`src/rtl/adsr_env_if.sv`:
```
// adsr_env_if: control/envelope bundle between a voice controller and adsr_env.
// Latency: wires only, no storage.
// Backpressure: none; the envelope advances only on sample ticks (i_ce).
interface adsr_env_if #(
   parameter int W  = 16,
   parameter int RW = 16
);
   logic          i_ce;
   logic          i_gate;
   logic [RW-1:0] i_attack;
   logic [RW-1:0] i_decay;
   logic [W-1:0]  i_sustain;
   logic [RW-1:0] i_release;
   logic [W-1:0]  o_env;
   logic [2:0]    o_state;
   logic          o_active;
   logic          o_done;

   // Controller side: drives tick, gate and rates, observes the envelope.
   modport master (
      output i_ce, i_gate, i_attack, i_decay, i_sustain, i_release,
      input  o_env, o_state, o_active, o_done
   );

   // Envelope generator side.
   modport slave (
      input  i_ce, i_gate, i_attack, i_decay, i_sustain, i_release,
      output o_env, o_state, o_active, o_done
   );
endinterface

```
`src/rtl/adsr_env.sv`:
```
// adsr_env: linear ADSR envelope generator for one voice, at most one step per sample tick.
// Latency: ENV/STATE update on the CE clock edge, visible the following cycle; DONE pulses one cycle.
// Backpressure: none; all state holds while CE is low.
module adsr_env #(
   parameter int W  = 16,
   parameter int RW = 16
) (
   input logic       i_clk,
   input logic       i_rst,
   adsr_env_if.slave bus
);
   localparam logic [2:0] S_IDLE    = 3'd0;
   localparam logic [2:0] S_ATTACK  = 3'd1;
   localparam logic [2:0] S_DECAY   = 3'd2;
   localparam logic [2:0] S_SUSTAIN = 3'd3;
   localparam logic [2:0] S_RELEASE = 3'd4;

   // One bit wider than the widest operand so sums/compares never wrap.
   localparam int SW = ((W > RW) ? W : RW) + 1;
   localparam logic [SW-1:0] MAX_X = SW'({W{1'b1}});

   logic [W-1:0] r_env;
   logic [2:0]   r_state;
   logic         r_active;
   logic         r_done;
   logic         r_gq;

   logic          w_rise;
   logic          w_fall;
   logic [SW-1:0] w_env_x;
   logic [SW-1:0] w_att_x;
   logic [SW-1:0] w_dec_x;
   logic [SW-1:0] w_rel_x;
   logic [SW-1:0] w_sus_x;
   logic [W-1:0]  w_env_nxt;
   logic [2:0]    w_state_nxt;
   logic          w_done_nxt;

   assign w_rise  = bus.i_gate & ~r_gq;
   assign w_fall  = ~bus.i_gate & r_gq;
   assign w_env_x = SW'(r_env);
   assign w_att_x = SW'(bus.i_attack);
   assign w_dec_x = SW'(bus.i_decay);
   assign w_rel_x = SW'(bus.i_release);
   assign w_sus_x = SW'(bus.i_sustain);

   // Next envelope/state for a tick: gate edges take priority over the per-state step.
   always_comb begin
      w_env_nxt   = r_env;
      w_state_nxt = r_state;
      w_done_nxt  = 1'b0;
      if (w_rise) begin
         // Legato retrigger: restart attack from the current level.
         w_state_nxt = S_ATTACK;
      end else if (w_fall && (r_state == S_ATTACK || r_state == S_DECAY ||
                              r_state == S_SUSTAIN)) begin
         w_state_nxt = S_RELEASE;
      end else begin
         case (r_state)
            S_IDLE: begin
               w_env_nxt = '0;
            end
            S_ATTACK: begin
               if (bus.i_attack == '0 || (w_env_x + w_att_x) >= MAX_X) begin
                  w_env_nxt   = {W{1'b1}};
                  w_state_nxt = S_DECAY;
               end else begin
                  w_env_nxt = W'(w_env_x + w_att_x);
               end
            end
            S_DECAY: begin
               // Also catches ENV below SUSTAIN, which snaps up to the sustain level.
               if (bus.i_decay == '0 || w_env_x <= (w_sus_x + w_dec_x)) begin
                  w_env_nxt   = bus.i_sustain;
                  w_state_nxt = S_SUSTAIN;
               end else begin
                  w_env_nxt = W'(w_env_x - w_dec_x);
               end
            end
            S_SUSTAIN: begin
               // Track live sustain changes; a gate that is already low still releases.
               w_env_nxt = bus.i_sustain;
               if (!bus.i_gate) begin
                  w_state_nxt = S_RELEASE;
               end
            end
            S_RELEASE: begin
               if (bus.i_release == '0 || w_env_x <= w_rel_x) begin
                  w_env_nxt   = '0;
                  w_state_nxt = S_IDLE;
                  w_done_nxt  = 1'b1;
               end else begin
                  w_env_nxt = W'(w_env_x - w_rel_x);
               end
            end
            default: begin
               w_env_nxt   = '0;
               w_state_nxt = S_IDLE;
            end
         endcase
      end
   end

   // Envelope registers advance only on sample ticks; DONE is cleared on every non-tick cycle.
   always_ff @(posedge i_clk or posedge i_rst) begin
      if (i_rst) begin
         r_env    <= '0;
         r_state  <= S_IDLE;
         r_active <= 1'b0;
         r_done   <= 1'b0;
         r_gq     <= 1'b0;
      end else if (bus.i_ce) begin
         r_gq     <= bus.i_gate;
         r_env    <= w_env_nxt;
         r_state  <= w_state_nxt;
         r_active <= (w_state_nxt != S_IDLE);
         r_done   <= w_done_nxt;
      end else begin
         r_done <= 1'b0;
      end
   end

   assign bus.o_env    = r_env;
   assign bus.o_state  = r_state;
   assign bus.o_active = r_active;
   assign bus.o_done   = r_done;
endmodule

```
`src/flat_wrapper.sv`:
```
// flat-port wrapper written by rule: the top's interface ports become plain ports
module adsr_env_flat 
#(
   parameter int W  = 16,
   parameter int RW = 16
)
  (i_clk, i_rst, bus_i_ce, bus_i_gate, bus_i_attack, bus_i_decay, bus_i_sustain, bus_i_release, bus_o_env, bus_o_state, bus_o_active, bus_o_done);
  adsr_env_if #(.W(W), .RW(RW)) bus_i ();
  input logic i_clk;
  input logic i_rst;
  input wire logic [$bits(bus_i.i_ce)-1:0] bus_i_ce;
  input wire logic [$bits(bus_i.i_gate)-1:0] bus_i_gate;
  input wire logic [$bits(bus_i.i_attack)-1:0] bus_i_attack;
  input wire logic [$bits(bus_i.i_decay)-1:0] bus_i_decay;
  input wire logic [$bits(bus_i.i_sustain)-1:0] bus_i_sustain;
  input wire logic [$bits(bus_i.i_release)-1:0] bus_i_release;
  output wire logic [$bits(bus_i.o_env)-1:0] bus_o_env;
  output wire logic [$bits(bus_i.o_state)-1:0] bus_o_state;
  output wire logic [$bits(bus_i.o_active)-1:0] bus_o_active;
  output wire logic [$bits(bus_i.o_done)-1:0] bus_o_done;
  assign bus_i.i_ce = bus_i_ce;
  assign bus_i.i_gate = bus_i_gate;
  assign bus_i.i_attack = bus_i_attack;
  assign bus_i.i_decay = bus_i_decay;
  assign bus_i.i_sustain = bus_i_sustain;
  assign bus_i.i_release = bus_i_release;
  assign bus_o_env = bus_i.o_env;
  assign bus_o_state = bus_i.o_state;
  assign bus_o_active = bus_i.o_active;
  assign bus_o_done = bus_i.o_done;
  adsr_env #(.W(W), .RW(RW)) u_core (.i_clk(i_clk), .i_rst(i_rst), .bus(bus_i));
endmodule
```
`config.mk`:
```
export PLATFORM = sky130hd
export DESIGN_NAME = adsr_env_flat
export DESIGN_NICKNAME = d
export VERILOG_FILES = /design/src/rtl/adsr_env_if.sv /design/src/rtl/adsr_env.sv /design/src/flat_wrapper.sv
export SDC_FILE = /design/constraint.sdc
export NUM_CORES = 1
export LEC_CHECK = 0
export BUFFER_PORTS_ARGS = -buffer_cell sky130_fd_sc_hd__buf_2
export CAP_MARGIN = 30
export CORE_ASPECT_RATIO = 2
export CORE_MARGIN = 2
export CORE_UTILIZATION = 45
export DETAILED_ROUTE_END_ITERATION = 10
export PLACE_DENSITY = 0.67
export SLEW_MARGIN = 10
export SYNTH_ARGS = -nofsm -noshare
export SYNTH_HDL_FRONTEND = slang
export SYNTH_SLANG_ARGS = --single-unit
```
`constraint.sdc`:
```
create_clock -name i_clk -period 3.95 [get_ports i_clk]
set_input_delay 0.5925 -clock i_clk [delete_from_list [all_inputs] [get_ports i_clk]]
set_output_delay 0.5925 -clock i_clk [all_outputs]
set_load 0.01 [all_outputs]
```
Word level (Yosys, flattened, before mapping)

Index checks and enable logic that the tools add are counted.
Widths: inputs -> output; s select.

Bitwise gates (word level): 6
Add/subtract/negate cells: 4
Multiplexer cells: 16
Reductions and logical operators: 12
Equal/unequal tests: 4
Magnitude comparators: 3

Operators with widths:

| operator             | count |
|---|---|
| $pmux 16 s4          | 1 |
| $logic_not 16->1     | 3 |
| $mux 16              | 3 |
| $add 16x16->17       | 2 |
| $sub 16x16->16       | 2 |
| $mux 3               | 6 |
| $ge 17x16->1 const B | 1 |
| $le 16x17->1         | 1 |
| $le 16x16->1         | 1 |
| $pmux 3 s5           | 1 |
| $eq 3x2->1 const B   | 2 |
| $logic_or 1x1->1     | 5 |
| $mux 1               | 5 |
| $not 1->1            | 4 |
| $eq 3x1->1 const B   | 1 |
| $eq 3x3->1 const B   | 1 |
| $logic_not 3->1      | 1 |
| $reduce_and 3->1     | 1 |
| $reduce_bool 3->1    | 1 |
| $and 1x1->1          | 2 |
| $logic_and 1x1->1    | 1 |

Word-level logic and storage cells: 50
Input port bits: 68
Output and inout bits: 21
Flip-flop bits (word level): 22

Longest topological paths before layout

Word-level depth: 8
Depth in mapped cells: 23

Least setup slack after synthesis

OpenSTA, ideal clock, no wires.

Path type: input to register
From: in bus_i_sustain[1]
To: reg u_core.r_active (netlist: u_core.bus.o_active)
Setup slack: -0.827 ns
Setup time: 0.126 ns
Cell stages on the path: 22
Data arrival time: 4.651 ns
Path buffers: 1
Path through: ha_1 > a21o_1 > a21oi_1 > o21bai_1 > a31o_2 > a41o_1 > o41ai_1 > nor2b_1 > o21a_1 > nor2_1 > xor2_1 > ha_1 > and3_1 > nand3_1 > a21oi_1 > o22ai_1 > nor3b_1 > a21oi_1 > clkbuf_1 > o21a_1 > a311o_1 > o32a_1

Word-level cells in the longest chain between the ends: 8

Ends and longest elaborated chain:

| item                   | line               | source |
|---|---|---|
| start: declaration     | flat_wrapper.sv:15 | `input wire logic [$bits(bus_i.i_sustain)-1:0] bus_i_sustain;` |
| $add 16x16->17         | adsr_env.sv:73     | `if (bus.i_decay == '0 \|\| w_env_x <= (w_sus_x + w_dec_x)) begin` |
| $le 16x17->1           | adsr_env.sv:73     |  |
| $logic_or 1x1->1       | adsr_env.sv:73     |  |
| $mux 3                 | adsr_env.sv:73     |  |
| $pmux 3 s5             | adsr_env.sv:59     | `case (r_state)` |
| $mux 3                 | adsr_env.sv:55     | `end else if (w_fall && (r_state == S_ATTACK \|\| r_state == S_DECAY \|\|` |
| $mux 3                 | adsr_env.sv:52     | `if (w_rise) begin` |
| $reduce_bool 3->1      | adsr_env.sv:116    | `r_active <= (w_state_nxt != S_IDLE);` |
| end signal: assignment | adsr_env.sv:116    |  |
| end: declaration       | adsr_env.sv:24     | `logic r_active;` |

No other way between the ends.
A chain may end at the register's enable or synchronous reset.

Worst setup path in the final report

From: in bus_i_sustain[1]
To: reg u_core.r_env[15] (netlist: u_core.bus.o_env[15])

Word-level cells in the longest chain between the ends: 5

Ends and longest elaborated chain:

| item                   | line            | source |
|---|---|---|
| $add 16x16->17         | adsr_env.sv:73  |  |
| $le 16x17->1           | adsr_env.sv:73  |  |
| $logic_or 1x1->1       | adsr_env.sv:73  |  |
| $mux 16                | adsr_env.sv:73  |  |
| $pmux 16 s4            | adsr_env.sv:59  |  |
| end signal: assignment | adsr_env.sv:114 | `r_env <= w_env_nxt;` |
| end: declaration       | adsr_env.sv:22  | `logic [W-1:0] r_env;` |

No other way between the ends.

==> reports/results.ini <==
[cts]
cts_buffer_depth = 2
cts_htree_levels = 1
cts_hold_buffers = 0
worstSkewPairLatency_ns = 0.26
clock-root-buffer = clkbuf_16
cts_tree = yes
cts_sinks = 22
clkTransAtPathRegs_ns = 0.06
cts_buffers = 3

[sta]
setup_ws_ns = -0.4101
min_period_ns = 4.360
timing.slew.headroom_pct = 44.95
tightest_slew_ns = 0.8050
fin_skew_ns = 0.005742
hold_violations = 0
timing.final.crit_share_pct = 110.4
setup_violations = 18
setup_tns_ns = -5.215
whs_ns = 0.2321
max_clock_freq_ghz = 0.2294
rsz0062_at_grt = yes
slew_viol_final = 0

[logic_synthesis]
synth.yosys.warnings = 0
synth-seq-cells = 22
synth_nets = 766
synth_area_sq_um = 4686
ys.flop_type = dfrtp_1
async_reset_ff_share_pct = 100.0
synth_area_per_cell_sq_um = 7.619
syn_inst = 615
seq_area_frac_synth_pct = 11.75
synth_edf_count = 0
synth_cell_type_count = 68

[floorplanning]
design.die.area_sq_um = 11290
floorplan.initialDensity_pct = 46.17
ios = 89
rows = 52
fp.dieW_um = 76.16
die_y_um = 148.3
core_area_sq_um = 10150

[critical_path]
start_kind = input port
path_buf_inv = 2
crit_arrival_ns = 4.51
crit_fanout = 4
worst_path_most_repeated_cell = a21oi_2
critPathKind = in2reg
critPathTopFamily = compound AO/OA/AOI/OAI gates
path_cells = buf_8 > buf_6 > fa_2 > a211oi_2 > nor2_1 > nor2_1 > a21oi_2 > a41o_1 > o21a_1 > o21ai_2 > nand2b_1 > a21oi_2 > xor2_1 > ha_1 > and3_4 > nand4_1 > o21ai_2 > nor3b_2 > a21oi_2 > a221o_1 > a222oi_1 > a21bo_2
max_stage_delay_ns = 0.40
slowest_stage = fa_2
critPathRequiredTime_ns = 4.10
worst_setup_path_end_kind = register

[route]
drt_iter0_drc = 317
route.detailed.drc = 0
first_pass_iters = 5
ant_nets = 0
wl_mm = 18.42
wl_per_cell_um = 20.27
vias_per_cell = 6.073
vias = 5520

[grt]
grt_overflow = 0
grt_first_pass_wirelength_mm = 28.28
grt_max_degree = 26
track_usage_pct = 31.85
antenna_found_initial = 0
grt_pass1_vias = 5716

[run_status]
status = finished, violations left
failed_checks = setup timing

[power]
irDropWorstVdd_mv = 0.2963
power.total_mw = 3.080
p_leak_nw = 3.160
power_density_nw_per_um2 = 498.0

[worst_hold_path]
min_path_type = in2async

[final_layout]
drive_gt1_share_pct = 27.78
diodes = 0
synthToLayoutAreaGrowth_pct = 32.02
fin_nets = 926

[placed_design]
port_buffers = 88
hpwl_mm = 15.52
dpl_worst_slack_ns = -0.9532
gp_congestion = 0.9616

[job]
cap_violations = 0

-- worst reg2reg max path: stages, from the launching register on --
cell      delay [ns]
dfrtp_1         0.54
inv_1           0.18
fa_1            0.47
nand2b_1        0.19
a21oi_2         0.15
o211ai_1        0.13
a21oi_1         0.20
o31ai_2         0.09
or4_1           0.54
nor4_2          0.28
a21oi_1         0.19
a311o_1         0.42
o32a_1          0.29
-- synth_stat cells, drive strengths merged, types with 8 or more instances --
| cell type | count | area [sq um] |
|---|---|---|
| ha | 79 | 988.5 |
| a21oi | 58 | 294.0 |
| inv | 51 | 191.4 |
| nand2 | 45 | 168.9 |
| nor2 | 35 | 131.4 |
| o21ai | 35 | 186.4 |
| xnor2 | 32 | 280.3 |
| dfrtp | 22 | 550.5 |
| nand3 | 22 | 110.1 |
| a21o | 21 | 157.7 |
| xor2 | 17 | 148.9 |
| nor3 | 15 | 75.07 |
| nor4 | 14 | 93.84 |
| clkbuf | 13 | 48.80 |
| nand2b | 13 | 81.33 |
| nand4 | 12 | 75.07 |
| o21a | 11 | 90.08 |
| nor2b | 8 | 50.05 |
-- worst paths after layout --
check | from | endpoint | slack [ns] | cells after the start
worst min-delay path | i_rst | u_core.bus.o_state[2] | 0.23 | 2
min in group i_clk | u_core.bus.o_active | u_core.bus.o_active | 0.54 | 1
worst max register to register | u_core.bus.o_env[1] | u_core.bus.o_active | 0.17 | 12
max in group asynchronous | i_rst | u_core.bus.o_env[1] | 3.33 | 3
worst min register to register | u_core.bus.o_active | u_core.bus.o_active | 0.54 | 1
worst max-delay path | bus_i_sustain[1] | u_core.bus.o_env[15] | -0.41 | 22
-- registers in the layout, indices dropped and copies added, names as in the netlist --
| signal | cells |
|---|---|
| u_core.bus.o_active | 1 |
| u_core.bus.o_done | 1 |
| u_core.bus.o_env | 16 |
| u_core.bus.o_state | 3 |
| u_core.r_gq | 1 |
-- routing by layer --
metal / global-route usage [%] / part of all wire (%) / up-vias
met1: 30.71 / 34 / 2552
met5: 0 / 0 / -
li1: - / - / 2635
met3: 2.852 / 4.2 / 102
met4: 26.55 / 11 / 0
met2: 60.27 / 51 / 231
-- through the flow --
step / cell area [sq um] / util, % / instances
2_1_floorplan: 4743 / - / 615
3_3_place_gp: 5781 / 56.95 / 890
3_5_place_dp: 5788 / 57.03 / 891
4_1_cts: 6082 / 59.92 / 902
5_1_grt: 6186 / 60.95 / 909
6_report: 6186 / 60.95 / 909
-- placed cells by master (no fill, tap or decap), drive strengths merged, types with 3 or more instances in the layout --
| master | count |
|---|---|
| buf | 169 |
| a31o | 3 |
| a22o | 6 |
| or3 | 5 |
| nand2 | 45 |
| a221o | 3 |
| xor2 | 17 |
| a31oi | 6 |
| or2 | 3 |
| inv | 51 |
| nand3b | 3 |
| nand2b | 13 |
| nand3 | 22 |
| fa | 4 |
| a22oi | 5 |
| a21oi | 58 |
| nor4 | 14 |
| a211oi | 5 |
| o211ai | 6 |
| a221oi | 3 |
| and2 | 3 |
| xnor2 | 32 |
| nand4 | 12 |
| a41o | 3 |
| o21bai | 6 |
| o21ai | 35 |
| o22ai | 3 |
| nor3 | 15 |
| o21a | 11 |
| nor2 | 35 |
| o2111ai | 3 |
| dfrtp | 22 |
| nor2b | 8 |
| ha | 79 |
| a222oi | 7 |
| and4 | 3 |
| a21o | 21 |
| clkbuf | 3 |
-- cell type report --
class	count	area, sq um
fillers	970	3964
inverters	51	191.4
clock buffers	3	75.07
clock inverters	1	30.03
repair buffers	169	1112
well taps	135	168.9
flip-flops and latches	22	550.5
multi-input cells	528	4058
-- kinds of logic after synthesis --
family | Yosys count | share of synthesized area (%)
AO/OA/AOI/OAI | 203 | 29.51
XOR/XNOR | 49 | 9.159
adder cells (fa/ha/maj) | 83 | 22.80
buffers and inverters | 65 | 5.207
flip-flops | 22 | 11.75
multiplexers | 3 | 0.6942
AND/OR/NAND/NOR | 190 | 20.88
-- report_power, final --
group	leakage (nW)	internal [mW]	switching [mW]
sequential	0.291	0.286	0.158
combinational	2.82	1.01	1.33
clock	0.0511	0.202	0.0949
-- repair_timing --
item,CTS,global route
gates resized for setup,35,7
endpoints found under the setup margin,18,18
pin swaps,30,11
setup buffers,8,6
cloned,0,0
(Power assumes the default switching activity.)
